## src/rtl/hpdcache_snoop_pkg.sv

```systemverilog
// HPDcache coherence snoop controller: shared types and sizes.
// Directory entry layout, snoop opcodes, response bundle, FSM states.
package hpdcache_snoop_pkg;

  localparam int unsigned NUM_WAYS  = 4;
  localparam int unsigned SET_WIDTH = 7;
  localparam int unsigned TAG_WIDTH = 20;
  localparam int unsigned ID_WIDTH  = 4;

  typedef enum logic [1:0] {
    SNOOP_PROBE = 2'd0,
    SNOOP_INVAL = 2'd1,
    SNOOP_CLEAN = 2'd2,
    SNOOP_RSVD  = 2'd3
  } snoop_op_e;

  typedef struct packed {
    logic                 valid;
    logic                 wback;
    logic                 dirty;
    logic                 fetch;
    logic [TAG_WIDTH-1:0] tag;
  } dir_entry_t;

  typedef struct packed {
    logic [ID_WIDTH-1:0] id;
    logic                hit;
    logic                dirty;
    logic                retry;
    logic [NUM_WAYS-1:0] way;
  } snoop_rsp_t;

  typedef enum logic [2:0] {
    ST_IDLE,
    ST_READ,
    ST_CMP,
    ST_WRITE,
    ST_RSP
  } snoop_state_e;

  // The reserved opcode behaves exactly like a probe
  function automatic snoop_op_e norm_op(
    input logic [1:0] op
  );
    return (op == 2'd3) ? SNOOP_PROBE
                        : snoop_op_e'(op);
  endfunction

endpackage

```

## src/rtl/hpdcache_snoop_dir_ctrl_if.sv

```systemverilog
// Snoop request/response channel between the coherence
// interconnect (master) and the directory snoop controller (slave).
interface hpdcache_snoop_dir_ctrl_if;
  import hpdcache_snoop_pkg::*;

  logic                 snoop_req_valid_i;
  logic                 snoop_req_ready_o;
  logic [1:0]           snoop_req_op_i;
  logic [SET_WIDTH-1:0] snoop_req_set_i;
  logic [TAG_WIDTH-1:0] snoop_req_tag_i;
  logic [ID_WIDTH-1:0]  snoop_req_id_i;

  logic                 snoop_rsp_valid_o;
  logic                 snoop_rsp_ready_i;
  logic [ID_WIDTH-1:0]  snoop_rsp_id_o;
  logic                 snoop_rsp_hit_o;
  logic                 snoop_rsp_dirty_o;
  logic                 snoop_rsp_retry_o;
  logic [NUM_WAYS-1:0]  snoop_rsp_way_o;

  modport master (
    output snoop_req_valid_i,
    input  snoop_req_ready_o,
    output snoop_req_op_i,
    output snoop_req_set_i,
    output snoop_req_tag_i,
    output snoop_req_id_i,
    input  snoop_rsp_valid_o,
    output snoop_rsp_ready_i,
    input  snoop_rsp_id_o,
    input  snoop_rsp_hit_o,
    input  snoop_rsp_dirty_o,
    input  snoop_rsp_retry_o,
    input  snoop_rsp_way_o
  );

  modport slave (
    input  snoop_req_valid_i,
    output snoop_req_ready_o,
    input  snoop_req_op_i,
    input  snoop_req_set_i,
    input  snoop_req_tag_i,
    input  snoop_req_id_i,
    output snoop_rsp_valid_o,
    input  snoop_rsp_ready_i,
    output snoop_rsp_id_o,
    output snoop_rsp_hit_o,
    output snoop_rsp_dirty_o,
    output snoop_rsp_retry_o,
    output snoop_rsp_way_o
  );

endinterface

```

## src/rtl/hpdcache_snoop_tag_cmp.sv

```systemverilog
// Per-way tag compare with lowest-index priority select,
// multi-hit detection and selected-entry mux.
module hpdcache_snoop_tag_cmp
  import hpdcache_snoop_pkg::*;
#(
  parameter int unsigned NumWays = NUM_WAYS
) (
  input  dir_entry_t [NumWays-1:0] entries_i,
  input  logic [TAG_WIDTH-1:0]     tag_i,
  output logic [NumWays-1:0]       hit_way_o,
  output logic                     hit_o,
  output logic                     multi_hit_o,
  output dir_entry_t               hit_entry_o
);

  localparam logic [NumWays-1:0] ONE = NumWays'(1);

  logic [NumWays-1:0] hit_vec;

  always_comb begin
    hit_vec = '0;
    for (int w = 0; w < NumWays; w++) begin
      hit_vec[w] = entries_i[w].valid &
                   (entries_i[w].tag == tag_i);
    end
  end

  // x & -x isolates the lowest set bit
  assign hit_way_o   = hit_vec & (~hit_vec + ONE);
  assign hit_o       = |hit_vec;
  assign multi_hit_o = |(hit_vec & (hit_vec - ONE));

  always_comb begin
    hit_entry_o = '0;
    for (int w = 0; w < NumWays; w++) begin
      if (hit_way_o[w]) hit_entry_o = entries_i[w];
    end
  end

endmodule

```

## src/rtl/hpdcache_snoop_dir_ctrl.sv

```systemverilog
// Coherence snoop controller: reads a directory set, compares
// tags, optionally rewrites the hit way, and answers the snoop.
module hpdcache_snoop_dir_ctrl
  import hpdcache_snoop_pkg::*;
#(
  parameter int unsigned NumWays  = NUM_WAYS,
  parameter int unsigned SetWidth = SET_WIDTH,
  parameter int unsigned TagWidth = TAG_WIDTH,
  parameter int unsigned IdWidth  = ID_WIDTH
) (
  input  logic                     clk_i,
  input  logic                     rst_i,
  hpdcache_snoop_dir_ctrl_if.slave snoop,
  output logic                     coh_req_o,
  output logic [SetWidth-1:0]      coh_dir_addr_o,
  output logic [NumWays-1:0]       coh_dir_cs_o,
  output logic [NumWays-1:0]       coh_dir_we_o,
  output dir_entry_t [NumWays-1:0] coh_dir_wentry_o,
  input  dir_entry_t [NumWays-1:0] dir_rentry_i,
  output logic                     multi_hit_o
);

  snoop_state_e state_q, state_d;

  snoop_op_e           op_q;
  logic [SetWidth-1:0] set_q;
  logic [TagWidth-1:0] tag_q;
  logic [IdWidth-1:0]  id_q;
  snoop_rsp_t          rsp_q, rsp_d;
  dir_entry_t          wentry_q, wentry_d;
  logic [NumWays-1:0]  wway_q;

  logic [NumWays-1:0] hit_way;
  logic               hit;
  logic               multi_hit;
  dir_entry_t         hit_entry;
  logic               need_wr;
  logic               accept;

  hpdcache_snoop_tag_cmp #(
    .NumWays (NumWays)
  ) u_tag_cmp (
    .entries_i   (dir_rentry_i),
    .tag_i       (tag_q),
    .hit_way_o   (hit_way),
    .hit_o       (hit),
    .multi_hit_o (multi_hit),
    .hit_entry_o (hit_entry)
  );

  assign accept = snoop.snoop_req_valid_i &
                  (state_q == ST_IDLE);

  assign snoop.snoop_req_ready_o = (state_q == ST_IDLE);

  // A pending refill (fetch) blocks any update of the line
  always_comb begin
    rsp_d       = '0;
    rsp_d.id    = id_q;
    rsp_d.hit   = hit;
    rsp_d.dirty = hit_entry.dirty;
    rsp_d.retry = hit & hit_entry.fetch;
    rsp_d.way   = hit_way;

    wentry_d = hit_entry;
    unique case (1'b1)
      (op_q == SNOOP_INVAL): begin
        wentry_d.valid = 1'b0;
        wentry_d.dirty = 1'b0;
        wentry_d.wback = 1'b0;
      end
      (op_q == SNOOP_CLEAN): wentry_d.dirty = 1'b0;
      default: ;
    endcase

    need_wr = hit & ~hit_entry.fetch &
              ((op_q == SNOOP_INVAL) |
               ((op_q == SNOOP_CLEAN) & hit_entry.dirty));
  end

  always_ff @(posedge clk_i) begin
    if (rst_i) state_q <= ST_IDLE;
    else       state_q <= state_d;
  end

  always_comb begin
    state_d = state_q;
    unique case (state_q)
      ST_IDLE:  if (snoop.snoop_req_valid_i) state_d = ST_READ;
      ST_READ:  state_d = ST_CMP;
      ST_CMP:   state_d = need_wr ? ST_WRITE : ST_RSP;
      ST_WRITE: state_d = ST_RSP;
      ST_RSP:   if (snoop.snoop_rsp_ready_i) state_d = ST_IDLE;
      default:  state_d = ST_IDLE;
    endcase
  end

  always_ff @(posedge clk_i) begin
    if (rst_i) begin
      op_q     <= SNOOP_PROBE;
      set_q    <= '0;
      tag_q    <= '0;
      id_q     <= '0;
      rsp_q    <= '0;
      wentry_q <= '0;
      wway_q   <= '0;
    end else begin
      if (accept) begin
        op_q  <= norm_op(snoop.snoop_req_op_i);
        set_q <= snoop.snoop_req_set_i;
        tag_q <= snoop.snoop_req_tag_i;
        id_q  <= snoop.snoop_req_id_i;
      end
      if (state_q == ST_CMP) begin
        rsp_q    <= rsp_d;
        wentry_q <= wentry_d;
        wway_q   <= hit_way;
      end
    end
  end

  always_comb begin
    coh_req_o               = 1'b0;
    coh_dir_addr_o          = '0;
    coh_dir_cs_o            = '0;
    coh_dir_we_o            = '0;
    coh_dir_wentry_o        = '0;
    multi_hit_o             = 1'b0;
    snoop.snoop_rsp_valid_o = 1'b0;
    snoop.snoop_rsp_id_o    = '0;
    snoop.snoop_rsp_hit_o   = 1'b0;
    snoop.snoop_rsp_dirty_o = 1'b0;
    snoop.snoop_rsp_retry_o = 1'b0;
    snoop.snoop_rsp_way_o   = '0;
    unique case (state_q)
      ST_READ: begin
        coh_req_o      = 1'b1;
        coh_dir_addr_o = set_q;
        coh_dir_cs_o   = '1;
      end
      ST_CMP: multi_hit_o = multi_hit;
      ST_WRITE: begin
        coh_req_o      = 1'b1;
        coh_dir_addr_o = set_q;
        coh_dir_cs_o   = wway_q;
        coh_dir_we_o   = wway_q;
        for (int w = 0; w < NumWays; w++) begin
          if (wway_q[w]) coh_dir_wentry_o[w] = wentry_q;
        end
      end
      ST_RSP: begin
        snoop.snoop_rsp_valid_o = 1'b1;
        snoop.snoop_rsp_id_o    = rsp_q.id;
        snoop.snoop_rsp_hit_o   = rsp_q.hit;
        snoop.snoop_rsp_dirty_o = rsp_q.dirty;
        snoop.snoop_rsp_retry_o = rsp_q.retry;
        snoop.snoop_rsp_way_o   = rsp_q.way;
      end
      default: ;
    endcase
    // Reset aborts at once: nothing leaves the block that cycle
    if (rst_i) begin
      coh_req_o               = 1'b0;
      coh_dir_addr_o          = '0;
      coh_dir_cs_o            = '0;
      coh_dir_we_o            = '0;
      coh_dir_wentry_o        = '0;
      multi_hit_o             = 1'b0;
      snoop.snoop_rsp_valid_o = 1'b0;
      snoop.snoop_rsp_id_o    = '0;
      snoop.snoop_rsp_hit_o   = 1'b0;
      snoop.snoop_rsp_dirty_o = 1'b0;
      snoop.snoop_rsp_retry_o = 1'b0;
      snoop.snoop_rsp_way_o   = '0;
    end
  end

endmodule

```

## src/flat_wrapper.sv

```systemverilog
// flat-port wrapper written by rule: the top's interface ports become plain ports
module hpdcache_snoop_dir_ctrl_flat import hpdcache_snoop_pkg::*;
#(
  parameter int unsigned NumWays  = NUM_WAYS,
  parameter int unsigned SetWidth = SET_WIDTH,
  parameter int unsigned TagWidth = TAG_WIDTH,
  parameter int unsigned IdWidth  = ID_WIDTH
)
  (clk_i, rst_i, coh_req_o, coh_dir_addr_o, coh_dir_cs_o, coh_dir_we_o, coh_dir_wentry_o, dir_rentry_i, multi_hit_o, snoop_snoop_req_valid_i, snoop_snoop_req_ready_o, snoop_snoop_req_op_i, snoop_snoop_req_set_i, snoop_snoop_req_tag_i, snoop_snoop_req_id_i, snoop_snoop_rsp_valid_o, snoop_snoop_rsp_ready_i, snoop_snoop_rsp_id_o, snoop_snoop_rsp_hit_o, snoop_snoop_rsp_dirty_o, snoop_snoop_rsp_retry_o, snoop_snoop_rsp_way_o);
  hpdcache_snoop_dir_ctrl_if snoop_i ();
  input  logic clk_i;
  input  logic rst_i;
  output logic coh_req_o;
  output logic [SetWidth-1:0] coh_dir_addr_o;
  output logic [NumWays-1:0] coh_dir_cs_o;
  output logic [NumWays-1:0] coh_dir_we_o;
  output dir_entry_t [NumWays-1:0] coh_dir_wentry_o;
  input  dir_entry_t [NumWays-1:0] dir_rentry_i;
  output logic multi_hit_o;
  input wire logic [$bits(snoop_i.snoop_req_valid_i)-1:0] snoop_snoop_req_valid_i;
  output wire logic [$bits(snoop_i.snoop_req_ready_o)-1:0] snoop_snoop_req_ready_o;
  input wire logic [$bits(snoop_i.snoop_req_op_i)-1:0] snoop_snoop_req_op_i;
  input wire logic [$bits(snoop_i.snoop_req_set_i)-1:0] snoop_snoop_req_set_i;
  input wire logic [$bits(snoop_i.snoop_req_tag_i)-1:0] snoop_snoop_req_tag_i;
  input wire logic [$bits(snoop_i.snoop_req_id_i)-1:0] snoop_snoop_req_id_i;
  output wire logic [$bits(snoop_i.snoop_rsp_valid_o)-1:0] snoop_snoop_rsp_valid_o;
  input wire logic [$bits(snoop_i.snoop_rsp_ready_i)-1:0] snoop_snoop_rsp_ready_i;
  output wire logic [$bits(snoop_i.snoop_rsp_id_o)-1:0] snoop_snoop_rsp_id_o;
  output wire logic [$bits(snoop_i.snoop_rsp_hit_o)-1:0] snoop_snoop_rsp_hit_o;
  output wire logic [$bits(snoop_i.snoop_rsp_dirty_o)-1:0] snoop_snoop_rsp_dirty_o;
  output wire logic [$bits(snoop_i.snoop_rsp_retry_o)-1:0] snoop_snoop_rsp_retry_o;
  output wire logic [$bits(snoop_i.snoop_rsp_way_o)-1:0] snoop_snoop_rsp_way_o;
  assign snoop_i.snoop_req_valid_i = snoop_snoop_req_valid_i;
  assign snoop_snoop_req_ready_o = snoop_i.snoop_req_ready_o;
  assign snoop_i.snoop_req_op_i = snoop_snoop_req_op_i;
  assign snoop_i.snoop_req_set_i = snoop_snoop_req_set_i;
  assign snoop_i.snoop_req_tag_i = snoop_snoop_req_tag_i;
  assign snoop_i.snoop_req_id_i = snoop_snoop_req_id_i;
  assign snoop_snoop_rsp_valid_o = snoop_i.snoop_rsp_valid_o;
  assign snoop_i.snoop_rsp_ready_i = snoop_snoop_rsp_ready_i;
  assign snoop_snoop_rsp_id_o = snoop_i.snoop_rsp_id_o;
  assign snoop_snoop_rsp_hit_o = snoop_i.snoop_rsp_hit_o;
  assign snoop_snoop_rsp_dirty_o = snoop_i.snoop_rsp_dirty_o;
  assign snoop_snoop_rsp_retry_o = snoop_i.snoop_rsp_retry_o;
  assign snoop_snoop_rsp_way_o = snoop_i.snoop_rsp_way_o;
  hpdcache_snoop_dir_ctrl #(.NumWays(NumWays), .SetWidth(SetWidth), .TagWidth(TagWidth), .IdWidth(IdWidth)) u_core (.clk_i(clk_i), .rst_i(rst_i), .snoop(snoop_i), .coh_req_o(coh_req_o), .coh_dir_addr_o(coh_dir_addr_o), .coh_dir_cs_o(coh_dir_cs_o), .coh_dir_we_o(coh_dir_we_o), .coh_dir_wentry_o(coh_dir_wentry_o), .dir_rentry_i(dir_rentry_i), .multi_hit_o(multi_hit_o));
endmodule
```

## config.mk

```make
export PLATFORM = sky130hd
export DESIGN_NAME = hpdcache_snoop_dir_ctrl_flat
export DESIGN_NICKNAME = d
export VERILOG_FILES = /design/src/rtl/hpdcache_snoop_pkg.sv /design/src/rtl/hpdcache_snoop_dir_ctrl_if.sv /design/src/rtl/hpdcache_snoop_tag_cmp.sv /design/src/rtl/hpdcache_snoop_dir_ctrl.sv /design/src/flat_wrapper.sv
export SDC_FILE = /design/constraint.sdc
export NUM_CORES = 1
export LEC_CHECK = 0
export BUFFER_PORTS_ARGS = -buffer_cell sky130_fd_sc_hd__buf_2
export CELL_PAD_IN_SITES_DETAIL_PLACEMENT = 1
export CELL_PAD_IN_SITES_GLOBAL_PLACEMENT = 1
export CORE_ASPECT_RATIO = 2
export CORE_MARGIN = 10
export CORE_UTILIZATION = 30
export DETAILED_ROUTE_END_ITERATION = 8
export PLACE_DENSITY_LB_ADDON = 0.1
export SLEW_MARGIN = 20
export SYNTH_ARGS = -nofsm -noshare
export SYNTH_HDL_FRONTEND = slang
export SYNTH_HIERARCHICAL = 1
export SYNTH_SLANG_ARGS = --single-unit
```

## constraint.sdc

```tcl
create_clock -name clk_i -period 2.41 [get_ports clk_i]
set_input_delay 0 -clock clk_i [delete_from_list [all_inputs] [get_ports clk_i]]
set_output_delay 0 -clock clk_i [all_outputs]
set_load 0.02 [all_outputs]
```

==> results of run 1 <==
-- worst max-delay path, delay by kind of cell, from the launching register on --
family          cells  cell delay [ns]
compound gates      2             0.17
xor+xnor            1             0.28
buf+inv             3             0.47
simple gates        4             0.89
flops               1             0.36
-- metrics by stage --
step,setup TNS [ns],hold WS (ns)
final,-0.506,0.0266
after global routing,-3.87,0.0408
after detailed placement,-3.13,0.239
after floorplan,-0.174,0.116
after CTS,-1.76,0.0363
after global placement,-1.57,0.232
-- what timing repair did --
action | in CTS | in global routing
buffers inserted | 15 | 7
gates resized for setup | 36 | 62
pin swaps | 15 | 28
setup endpoints to repair | 29 | 30
endpoints found under the hold margin | 34 | 0
hold buffers | 35 | 0
-- cells in the final DEF (no fill, tap or decap), types with 6 or more instances in the layout --
cell type        n
a21oi_1         65
a21oi_2         10
a221oi_2        20
and2_1          40
and3_1         119
buf_2          257
buf_4           70
buf_6           15
clkbuf_16        9
dfxtp_1         51
dfxtp_2         12
dfxtp_4          8
diode_2         11
dlygate4sd3_1   35
inv_1            7
nand2_1        135
nand4_1         11
nor2_1          24
o2bb2ai_1       16
o2bb2ai_2        6
xnor2_1         38
xnor2_2         11
xor2_1          24
-- registers in the layout, summed over array words and instances (netlist names) --
signal / cells
u_core/wway_q: 4
u_core/wentry_q: 24
u_core/tag_q: 20
u_core/op_q: 2
u_core/set_q: 7
u_core/state_q: 3
u_core/id_q: 4
u_core/rsp_q: 7
-- cell families (layout without fill, tap and decap cells) --
kind of cell / Yosys count / count (layout) / synth area share [%]
flops: 71 / 71 / 25.4
simple gates: 380 / 380 / 37.3
fa+ha+maj: 2 / 2 / 0.447
xor+xnor: 80 / 80 / 12.5
buf+inv: 74 / 406 / 8.14
compound gates: 124 / 124 / 16.2
other cells: 0 / 11 / 0
-- final timing paths --
check	from	to	slack, ns	depth (start not counted)
worst max-delay path	u_core/tag_q[18]$_SDFFE_PP0P_	multi_hit_o	-0.12	10
worst max register to register	u_core/tag_q[3]$_SDFFE_PP0P_	u_core/state_q[0]$_SDFFE_PP0P_	-0.10	11
worst min register to register	u_core/set_q[4]$_SDFFE_PP0P_	u_core/set_q[4]$_SDFFE_PP0P_	0.45	2
worst min-delay path	snoop_snoop_req_tag_i[18]	u_core/tag_q[18]$_SDFFE_PP0P_	0.03	3
-- power breakdown --
part | leakage, nW | internal (W) | switching [W]
Sequential | 0.587 | 0.00121 | 0.0000593
Combinational | 3.55 | 0.000324 | 0.000352
Clock | 0.136 | 0.000693 | 0.000535
Total | 4.27 | 0.00223 | 0.000947
-- per-layer routing --
layer	wire, um	vias up	track usage [%]
met5	0	-	0
met4	1180	0	12.0
met3	1790	55	4.22
met2	14600	231	38.3
met1	10100	3086	21.7
li1	-	3204	-
-- final cells by class --
class | count | area (um2) | area share (%)
Multi-Input combinational cell | 586 | 4110 | 47.9
Timing Repair Buffer | 381 | 2410 | 28.1
Sequential cell | 71 | 1470 | 17.1
Tap cell | 216 | 270 | 3.15
Clock buffer | 10 | 229 | 2.67
Clock inverter | 6 | 37.5 | 0.437
Inverter | 9 | 33.8 | 0.394
Antenna cell | 11 | 27.5 | 0.321
==> flow_summary.json, run 1 <==
{
  "drt_iter0_markers": 374,
  "routed_via_density": 5.10,
  "die_area_um2": 24800,
  "synthesis.area_um2": 5600,
  "p_leak_nw": 4.27,
  "htreeDepth": 3,
  "worst-path-max-fanout": 4,
  "layout.nets": 1193,
  "drc_errors": 0,
  "grt_pass1_wl_um": 40200,
  "placed_cell_area_um2": 7360,
  "dp_hpwl_um": 21700,
  "crit_type": "reg2out",
  "synthTopCellsByCount": "nand2_1 (135), and3_1 (121), a21oi_1 (75)",
  "core_um2": 18300,
  "cp_common_cell": "buf_4",
  "relSlewSlack_pct": 59.0,
  "async_flop_share_pct": 0,
  "cts_inserted_buffers": 9,
  "synth_cell_type_count": 45,
  "synth_area_leader_cell": "dfxtp_1",
  "finalSetupViolCount": 11,
  "max_stage_delay_ns": 0.36,
  "finalInstanceArea_um2": 8580,
  "ios": 259,
  "path_clk_slew_ns": 0.06,
  "cp_data_required_time_ns": 2.41,
  "instances_no_fill": 1290,
  "violations": "negative setup slack",
  "wirelength_um": 27700,
  "fin_crit_sh_pct": 105,
  "hold_violations": 0,
  "clk_path_buf_depth": 2,
  "slowest_stage": "dfxtp_4",
  "overflow": 0,
  "clock_skew_ns": 0.0117,
  "end_kind": "output port",
  "hold_class": "in2reg",
  "syn-mean-instance-area_um2": 7.65,
  "period_minus_slack_ns": 2.53,
  "grt_max_degree": 101,
  "max_freq_ghz": 0.396,
  "drt-wirelength-per-cell_um": 21.5,
  "dieWidth_um": 117,
  "grtUsageTotal_pct": 21.1,
  "slew_viol_final": 0,
  "ys_seq_elements": 71,
  "ys_top_cells_by_area": "dfxtp_1 (25%), and3_1 (14%), nand2_1 (9.1%), xnor2_1 (7.7%), a21oi_1 (6.7%)",
  "ant_nets": 0,
  "pre_cts_ws_ns": -0.194,
  "port_buffers": 258,
  "finalPower_w": 0.00318,
  "cts_sinks": 71,
  "start_kind": "register",
  "status": "finished with violations",
  "syn_inst": 731,
  "tightest_slew_ns": 0.615,
  "rsz0062_at_grt": "true",
  "synthFlopType": "dfxtp_1",
  "power.density_nw_per_um2": 370,
  "yosysSeqAreaShare_pct": 25.4,
  "synth_nets": 866,
  "vdd_drop_max_uv": 345,
  "cts-root-buf": "clkbuf_16",
  "dr_total_vias": 6576,
  "synth_most_common_cell": "nand2_1",
  "die_h_um": 213,
  "worstPathArrival_ns": 2.53,
  "cts_tree": "yes",
  "drt_pre_antenna_iters": 4,
  "clk_latency_ns": 0.35,
  "final_util_pct": 46.9,
  "synth_edf_count": 0,
  "area_growth_syn_to_layout_pct": 53.4,
  "grt_pass1_vias": 6948,
  "crit_path_cell_trace": "xnor2_1 -> nand3_1 -> nor4_4 -> buf_4 -> and2_4 -> buf_6 -> a211oi_1 -> a21oi_2 -> nor3b_2 -> buf_4",
  "synth_warnings": 6,
  "gp_congestion": 0.929,
  "row_count": 70,
  "start_util_pct": 30.6,
  "antenna_found_initial": 11,
  "finalWorstSetupSlack_ns": -0.116,
  "dp.cells": 1209,
  "layout-drive-gt1-share_pct": 43.9,
  "synth_top_area_share_pct": 25.4,
  "cap_violations": 0,
  "fillers": 2320
}
Note: power is estimated with default switching activity, not from simulation.
==> run 2, diff against run 1 <==
--- a/config.mk
+++ b/config.mk
@@ -5,12 +5,13 @@
 export SDC_FILE = /design/constraint.sdc
 export NUM_CORES = 1
 export LEC_CHECK = 0
+export ABC_AREA = 1
 export BUFFER_PORTS_ARGS = -buffer_cell sky130_fd_sc_hd__buf_2
 export CELL_PAD_IN_SITES_DETAIL_PLACEMENT = 1
 export CELL_PAD_IN_SITES_GLOBAL_PLACEMENT = 1
 export CORE_ASPECT_RATIO = 2
 export CORE_MARGIN = 10
-export CORE_UTILIZATION = 30
+export CORE_UTILIZATION = 27
 export DETAILED_ROUTE_END_ITERATION = 8
 export PLACE_DENSITY_LB_ADDON = 0.1
 export SLEW_MARGIN = 20
==> run 2 against run 1 <==
Against the previous run:
- first-iteration DRC count shrank 14%
- non-clock buffer count fell by 32
- the run now ends clean
- cell area about the same
- largest power group is now clock
- critical path depth is 5 higher
- hold slack worse by 0.013 ns
- largest cell class unchanged
- sequential power grew 10%
- highest routed layer unchanged
- utilization down 6.1 points
- power increased by 28%
- combinational power is 86% higher
- die area up 12%
==> flow_summary.json, run 2 <==
{
  "power.density_nw_per_um2": 475,
  "synth_top_area_share_pct": 24.7,
  "pre_cts_ws_ns": -0.0512,
  "synthFlopType": "dfxtp_1",
  "grt_pass1_vias": 8110,
  "grtUsageTotal_pct": 22.2,
  "core_um2": 21000,
  "ios": 259,
  "drt_pre_antenna_iters": 5,
  "relSlewSlack_pct": 52.7,
  "cap_violations": 0,
  "gp_congestion": 0.957,
  "synth_area_leader_cell": "dfxtp_1",
  "crit_type": "reg2out",
  "cts_tree": "yes",
  "cp_common_cell": "nand2_1",
  "cts_sinks": 71,
  "r2r_slack_ns": 0.13,
  "grt_pass1_wl_um": 46500,
  "synth_cell_type_count": 30,
  "finalPower_w": 0.00408,
  "port_buffers": 258,
  "wirelength_um": 32000,
  "finalInstanceArea_um2": 8580,
  "antenna_found_initial": 3,
  "async_flop_share_pct": 0,
  "final_cell_mix": "nand2_1 (325), buf_2 (257), nor2_1 (240)",
  "placed_cell_area_um2": 7520,
  "period_minus_slack_ns": 2.29,
  "synthTopCellsByCount": "nand2_1 (347), nor2_1 (262), inv_1 (138)",
  "cts_inserted_buffers": 9,
  "final_common_cell": "nand2_1",
  "largest_reg_flops": 24,
  "fillers": 2991,
  "finalWorstSetupSlack_ns": 0.118,
  "ys_top_cells_by_area": "dfxtp_1 (25%), nand2_1 (23%), nor2_1 (17%), inv_1 (9.0%), nand3_1 (5.0%)",
  "rsz0062_at_grt": "true",
  "dr_total_vias": 7623,
  "drt_iter0_markers": 323,
  "cp_data_required_time_ns": 2.41,
  "slowest_stage": "dfxtp_2",
  "max_freq_ghz": 0.436,
  "synth_most_common_cell": "nand2_1",
  "worst-path-max-fanout": 4,
  "synthesis.area_um2": 5750,
  "hold_violations": 0,
  "area_growth_syn_to_layout_pct": 49.2,
  "dp_hpwl_um": 25900,
  "status": "finished clean",
  "dieWidth_um": 123,
  "routed_via_density": 4.55,
  "final_util_pct": 40.8,
  "die_area_um2": 27900,
  "synth_warnings": 6,
  "clock_skew_ns": 0.0144,
  "overflow": 0,
  "synth_edf_count": 0,
  "vdd_drop_max_uv": 308,
  "worstPathArrival_ns": 2.29,
  "syn-mean-instance-area_um2": 5.30,
  "top_regs": "u_core/wentry_q (24), u_core/tag_q (20)",
  "dp.cells": 1610,
  "drt-wirelength-per-cell_um": 19.1,
  "synth_nets": 1221,
  "start_kind": "register",
  "layout-drive-gt1-share_pct": 31.7,
  "cts-root-buf": "clkbuf_16",
  "ys_seq_elements": 71,
  "tightest_slew_ns": 0.709,
  "htreeDepth": 3,
  "hold_class": "in2reg",
  "grt_max_degree": 67,
  "start_util_pct": 27.4,
  "yosysSeqAreaShare_pct": 24.7,
  "syn_inst": 1086,
  "clk_path_buf_depth": 2,
  "finalSetupViolCount": 0,
  "drc_errors": 0,
  "crit_path_cell_trace": "inv_2 -> nand2_1 -> nand2_1 -> nor2_2 -> nand2_2 -> nor2_4 -> nand3_4 -> buf_6 -> buf_4 -> o21ai_2 -> o21ai_1 -> o21ai_1 -> nand2_1 -> nor2_2 -> buf_6",
  "max_stage_delay_ns": 0.34,
  "row_count": 75,
  "p_leak_nw": 4.70,
  "end_kind": "output port",
  "largest-register": "u_core/wentry_q",
  "slew_viol_final": 0,
  "path_clk_slew_ns": 0.07,
  "clk_latency_ns": 0.36,
  "instances_no_fill": 1675,
  "die_h_um": 226,
  "fin_crit_sh_pct": 95.1,
  "layout.nets": 1533,
  "ant_nets": 0
}
-- run 2: cell types whose count changed in the layout (fill, tap and decap cells not counted), moves of 40 or more --
cell	change
nor2_1	+216
nand2_1	+190
inv_1	+127
and3_1	-119
nand3_1	+53
and2_1	-40
-- run 2: per-layer routing --
layer / up-vias / track usage (%) / routed length [um] / part of all wire [%]
met1: 3504 / 20.9 / 11200 / 35
met4: 0 / 11.2 / 1330 / 4.1
met5: - / 0 / 0 / 0
li1: 3872 / - / - / -
met3: 40 / 4.21 / 1750 / 5.5
met2: 207 / 43.1 / 17700 / 55
-- run 2: path summary, 6_finish.rpt --
kind | startpoint | end | cells after the start
setup reg to reg | u_core/tag_q[2]$_SDFFE_PP0P_ | u_core/wentry_q[13]$_SDFFE_PP0N_ | 17
setup / recovery | u_core/tag_q[2]$_SDFFE_PP0P_ | multi_hit_o | 15
hold reg to reg | u_core/rsp_q[8]$_SDFFE_PP0N_ | u_core/rsp_q[8]$_SDFFE_PP0N_ | 2
hold / removal | rst_i | u_core/op_q[0]$_SDFFE_PP0P_ | 2
-- run 2: layout make-up --
class                           instances  area [um2]  area share (%)
Multi-Input combinational cell        810        3640            42.5
Antenna cell                            3        7.51          0.0875
Sequential cell                        71        1460            17.1
Inverter                              157         606            7.06
Clock inverter                          6        70.1           0.816
Clock buffer                           10         229            2.67
Tap cell                              269         337            3.92
Timing Repair Buffer                  349        2230            25.9
-- run 2: kinds of logic (layout without fill, tap and decap cells) --
group	Yosys count	after routing	share of synthesized area, %
AO/OA/AOI/OAI	95	95	8.44
XOR/XNOR	16	16	2.44
adder cells (fa/ha/maj)	2	2	0.435
buffers and inverters	205	522	14.9
flip-flops	71	71	24.7
other	0	3	0
AND/OR/NAND/NOR	697	697	49.1
-- run 2: timing repair --
action / 4_1_cts / 5_1_grt
gates resized for setup: 21 / 88
cloned: 1 / 1
hold endpoints to repair: 33 / 0
setup endpoints to repair: 12 / 29
hold buffers: 33 / 0
pin swaps: 4 / 32
buffers inserted: 6 / 6
-- run 2: metrics by stage --
stage | setup TNS (ns) | hold slack (ns)
3_5_place_dp | -0.211 | 0.231
6_report | 0 | 0.0138
3_3_place_gp | -0.102 | 0.223
5_1_grt | -0.0479 | 0.0137
4_1_cts | 0 | 0.00900
2_1_floorplan | 0 | 0.135
-- run 2: worst max-delay path, delay by kind of cell (launching register included) --
kind            cells  cell delay [ns]
simple gates        8             0.91
compound gates      3             0.25
buf+inv             4             0.45
flops               1             0.34
-- run 2: where the power goes --
| group | switching, W | internal, W |
|---|---|---|
| Clock | 0.000606 | 0.000808 |
| Sequential | 0.000100 | 0.00130 |
| Combinational | 0.000801 | 0.000460 |
| Total | 0.00151 | 0.00257 |
==> run 3, diff against run 2 <==
--- a/config.mk
+++ b/config.mk
@@ -6,6 +6,7 @@
 export NUM_CORES = 1
 export LEC_CHECK = 0
 export ABC_AREA = 1
+export ABC_CLOCK_PERIOD_IN_PS = 2410
 export BUFFER_PORTS_ARGS = -buffer_cell sky130_fd_sc_hd__buf_2
 export CELL_PAD_IN_SITES_DETAIL_PLACEMENT = 1
 export CELL_PAD_IN_SITES_GLOBAL_PLACEMENT = 1
@@ -14,6 +15,8 @@
 export CORE_UTILIZATION = 27
 export DETAILED_ROUTE_END_ITERATION = 8
 export PLACE_DENSITY_LB_ADDON = 0.1
+export RECOVER_POWER = 50
+export SETUP_SLACK_MARGIN = 0.05
 export SLEW_MARGIN = 20
 export SYNTH_ARGS = -nofsm -noshare
 export SYNTH_HDL_FRONTEND = slang
==> run 3 against run 2 <==
Against the previous run:
- global-route usage stayed put
- via count increased by 1.5%
- sequential share of layout area is 0.32 points lower
- critical path depth down 1
- wire length grew 0.98%
- hold slack better by 0.0051 ns
- first-iteration DRC count is 13% lower
- cell area up 2.0%
- count of clock-buffer cells in the layout unchanged
- sequential power about the same
- combinational power barely moved
- non-clock buffer count increased by 9
==> flow_summary.json, run 3 (same netlist as run 2, synthesis figures left out) <==
{
  "status": "finished clean",
  "cts_inserted_buffers": 9,
  "grt_pass1_wl_um": 46500,
  "finalWorstSetupSlack_ns": 0.0868,
  "gp_congestion": 0.957,
  "relSlewSlack_pct": 47.8,
  "power.density_nw_per_um2": 468,
  "start_util_pct": 27.4,
  "finalSetupViolCount": 0,
  "placed_cell_area_um2": 7520,
  "fin_crit_sh_pct": 96.4,
  "end_kind": "output port",
  "worstPathArrival_ns": 2.32,
  "worst-path-max-fanout": 5,
  "pre_cts_ws_ns": -0.0512,
  "wirelength_um": 32300,
  "top_regs": "u_core/wentry_q (24), u_core/tag_q (20)",
  "clk_path_buf_depth": 2,
  "slew_viol_final": 0,
  "start_kind": "register",
  "p_leak_nw": 4.77,
  "dr_total_vias": 7741,
  "seqCellArea_um2": 1470,
  "dp.cells": 1610,
  "clock_skew_ns": 0.0146,
  "grt_pass1_vias": 8103,
  "grtUsageTotal_pct": 22.2,
  "finalInstanceArea_um2": 8760,
  "hold_violations": 0,
  "layout.nets": 1542,
  "port_buffers": 258,
  "crit_type": "reg2out",
  "dp_hpwl_um": 25900,
  "largest-register": "u_core/wentry_q",
  "core_um2": 21000,
  "hold_path_startpoint": "rst_i",
  "startpoint": "u_core/tag_q[14]$_SDFFE_PP0P_",
  "timing.rr.start": "u_core/tag_q[3]$_SDFFE_PP0P_",
  "period_minus_slack_ns": 2.32,
  "final_cell_mix": "nand2_1 (322), buf_2 (257), nor2_1 (233)",
  "drt-wirelength-per-cell_um": 19.2,
  "grt_max_degree": 67,
  "slowest_stage": "dfxtp_2",
  "cts-root-buf": "clkbuf_16",
  "cts_sinks": 71,
  "cp_data_required_time_ns": 2.41,
  "layout-drive-gt1-share_pct": 33.2,
  "fillers": 2996,
  "overflow": 0,
  "crit_path_cell_trace": "buf_4 -> nand2_1 -> nand2_1 -> nor2_1 -> nand2_1 -> nor2_2 -> nand3_4 -> buf_6 -> o21ai_2 -> o21ai_1 -> o21ai_1 -> nand2_1 -> nor2_2 -> buf_6",
  "antenna_found_initial": 3,
  "cap_violations": 0,
  "routed_via_density": 4.60,
  "path_clk_slew_ns": 0.06,
  "finalPower_w": 0.00410,
  "hold_class": "in2reg",
  "drt_pre_antenna_iters": 4,
  "final_common_cell": "nand2_1",
  "ios": 259,
  "max_freq_ghz": 0.430,
  "max_stage_delay_ns": 0.33,
  "die_h_um": 226,
  "drt_iter0_markers": 280,
  "die_area_um2": 27900,
  "ant_nets": 0,
  "tightest_slew_ns": 0.781,
  "largest_reg_flops": 24,
  "dieWidth_um": 123,
  "clk_latency_ns": 0.36,
  "instances_no_fill": 1684,
  "multiInputGateArea_um2": 3710,
  "cp_common_cell": "nand2_1",
  "row_count": 75,
  "rsz0062_at_grt": "true",
  "area_growth_syn_to_layout_pct": 52.3,
  "vdd_drop_max_uv": 305,
  "drc_errors": 0,
  "htreeDepth": 3,
  "cts_tree": "yes",
  "fin_tns_setup_ns": 0
}
run 3: changes by cell type in the layout (fill, tap and decap cells not counted), sizes merged:
cell / delta
bufbuf: -1
clkbuf: +1
buf: +9
run 3: per-layer routing:
layer,wire length [um],track usage [%]
met1,11200,20.9
met2,17900,43.2
met3,1730,4.21
met4,1410,11.2
met5,0,0
run 3: report_power, final:
group	internal, W	leakage [nW]	switching [W]
combinational	0.000473	4.04	0.000808
sequential	0.00130	0.590	0.0000984
clock	0.000808	0.135	0.000605
run 3: timing repair:
item | CTS | global route
buffers inserted | 6 | 13
pin swaps | 8 | 41
gates cloned | 1 | 2
setup endpoints to repair | 27 | 29
hold buffers | 33 | 0
hold endpoints to repair | 33 | 0
gates resized for setup | 31 | 101
run 3: metrics by stage:
stage | hold slack [ns] | utilization, %
after detailed placement | 0.231 | 35.8
after global routing | 0.0172 | 41.7
after global placement | 0.223 | 35.8
after CTS | 0.00900 | 39.5
final | 0.0189 | 41.7
after floorplan | 0.135 | -
run 3: final cells by class:
cell class	instances	share of cell area [%]
Antenna cell	3	0.0857
Clock buffer	10	2.62
Sequential cell	71	16.7
Tap cell	269	3.84
Multi-Input combinational cell	810	42.4
Inverter	157	6.86
Clock inverter	6	0.800
Timing Repair Buffer	358	26.7
run 3: final timing paths:
kind         cells past startpoint                        endpoint  slack, ns
max                             14                     multi_hit_o       0.09
min                              2     u_core/op_q[0]$_SDFFE_PP0P_       0.02
max reg2reg                     21  u_core/state_q[2]$_SDFFE_PP0P_       0.11
min reg2reg                      2    u_core/rsp_q[8]$_SDFFE_PP0N_       0.46
run 3: worst max-delay path: cells and delay by family (launching register included):
family	cells	cell delay, ns
AND/OR/NAND/NOR	8	0.91
buffers and inverters	3	0.46
flip-flops	1	0.33
AO/OA/AOI/OAI	3	0.29
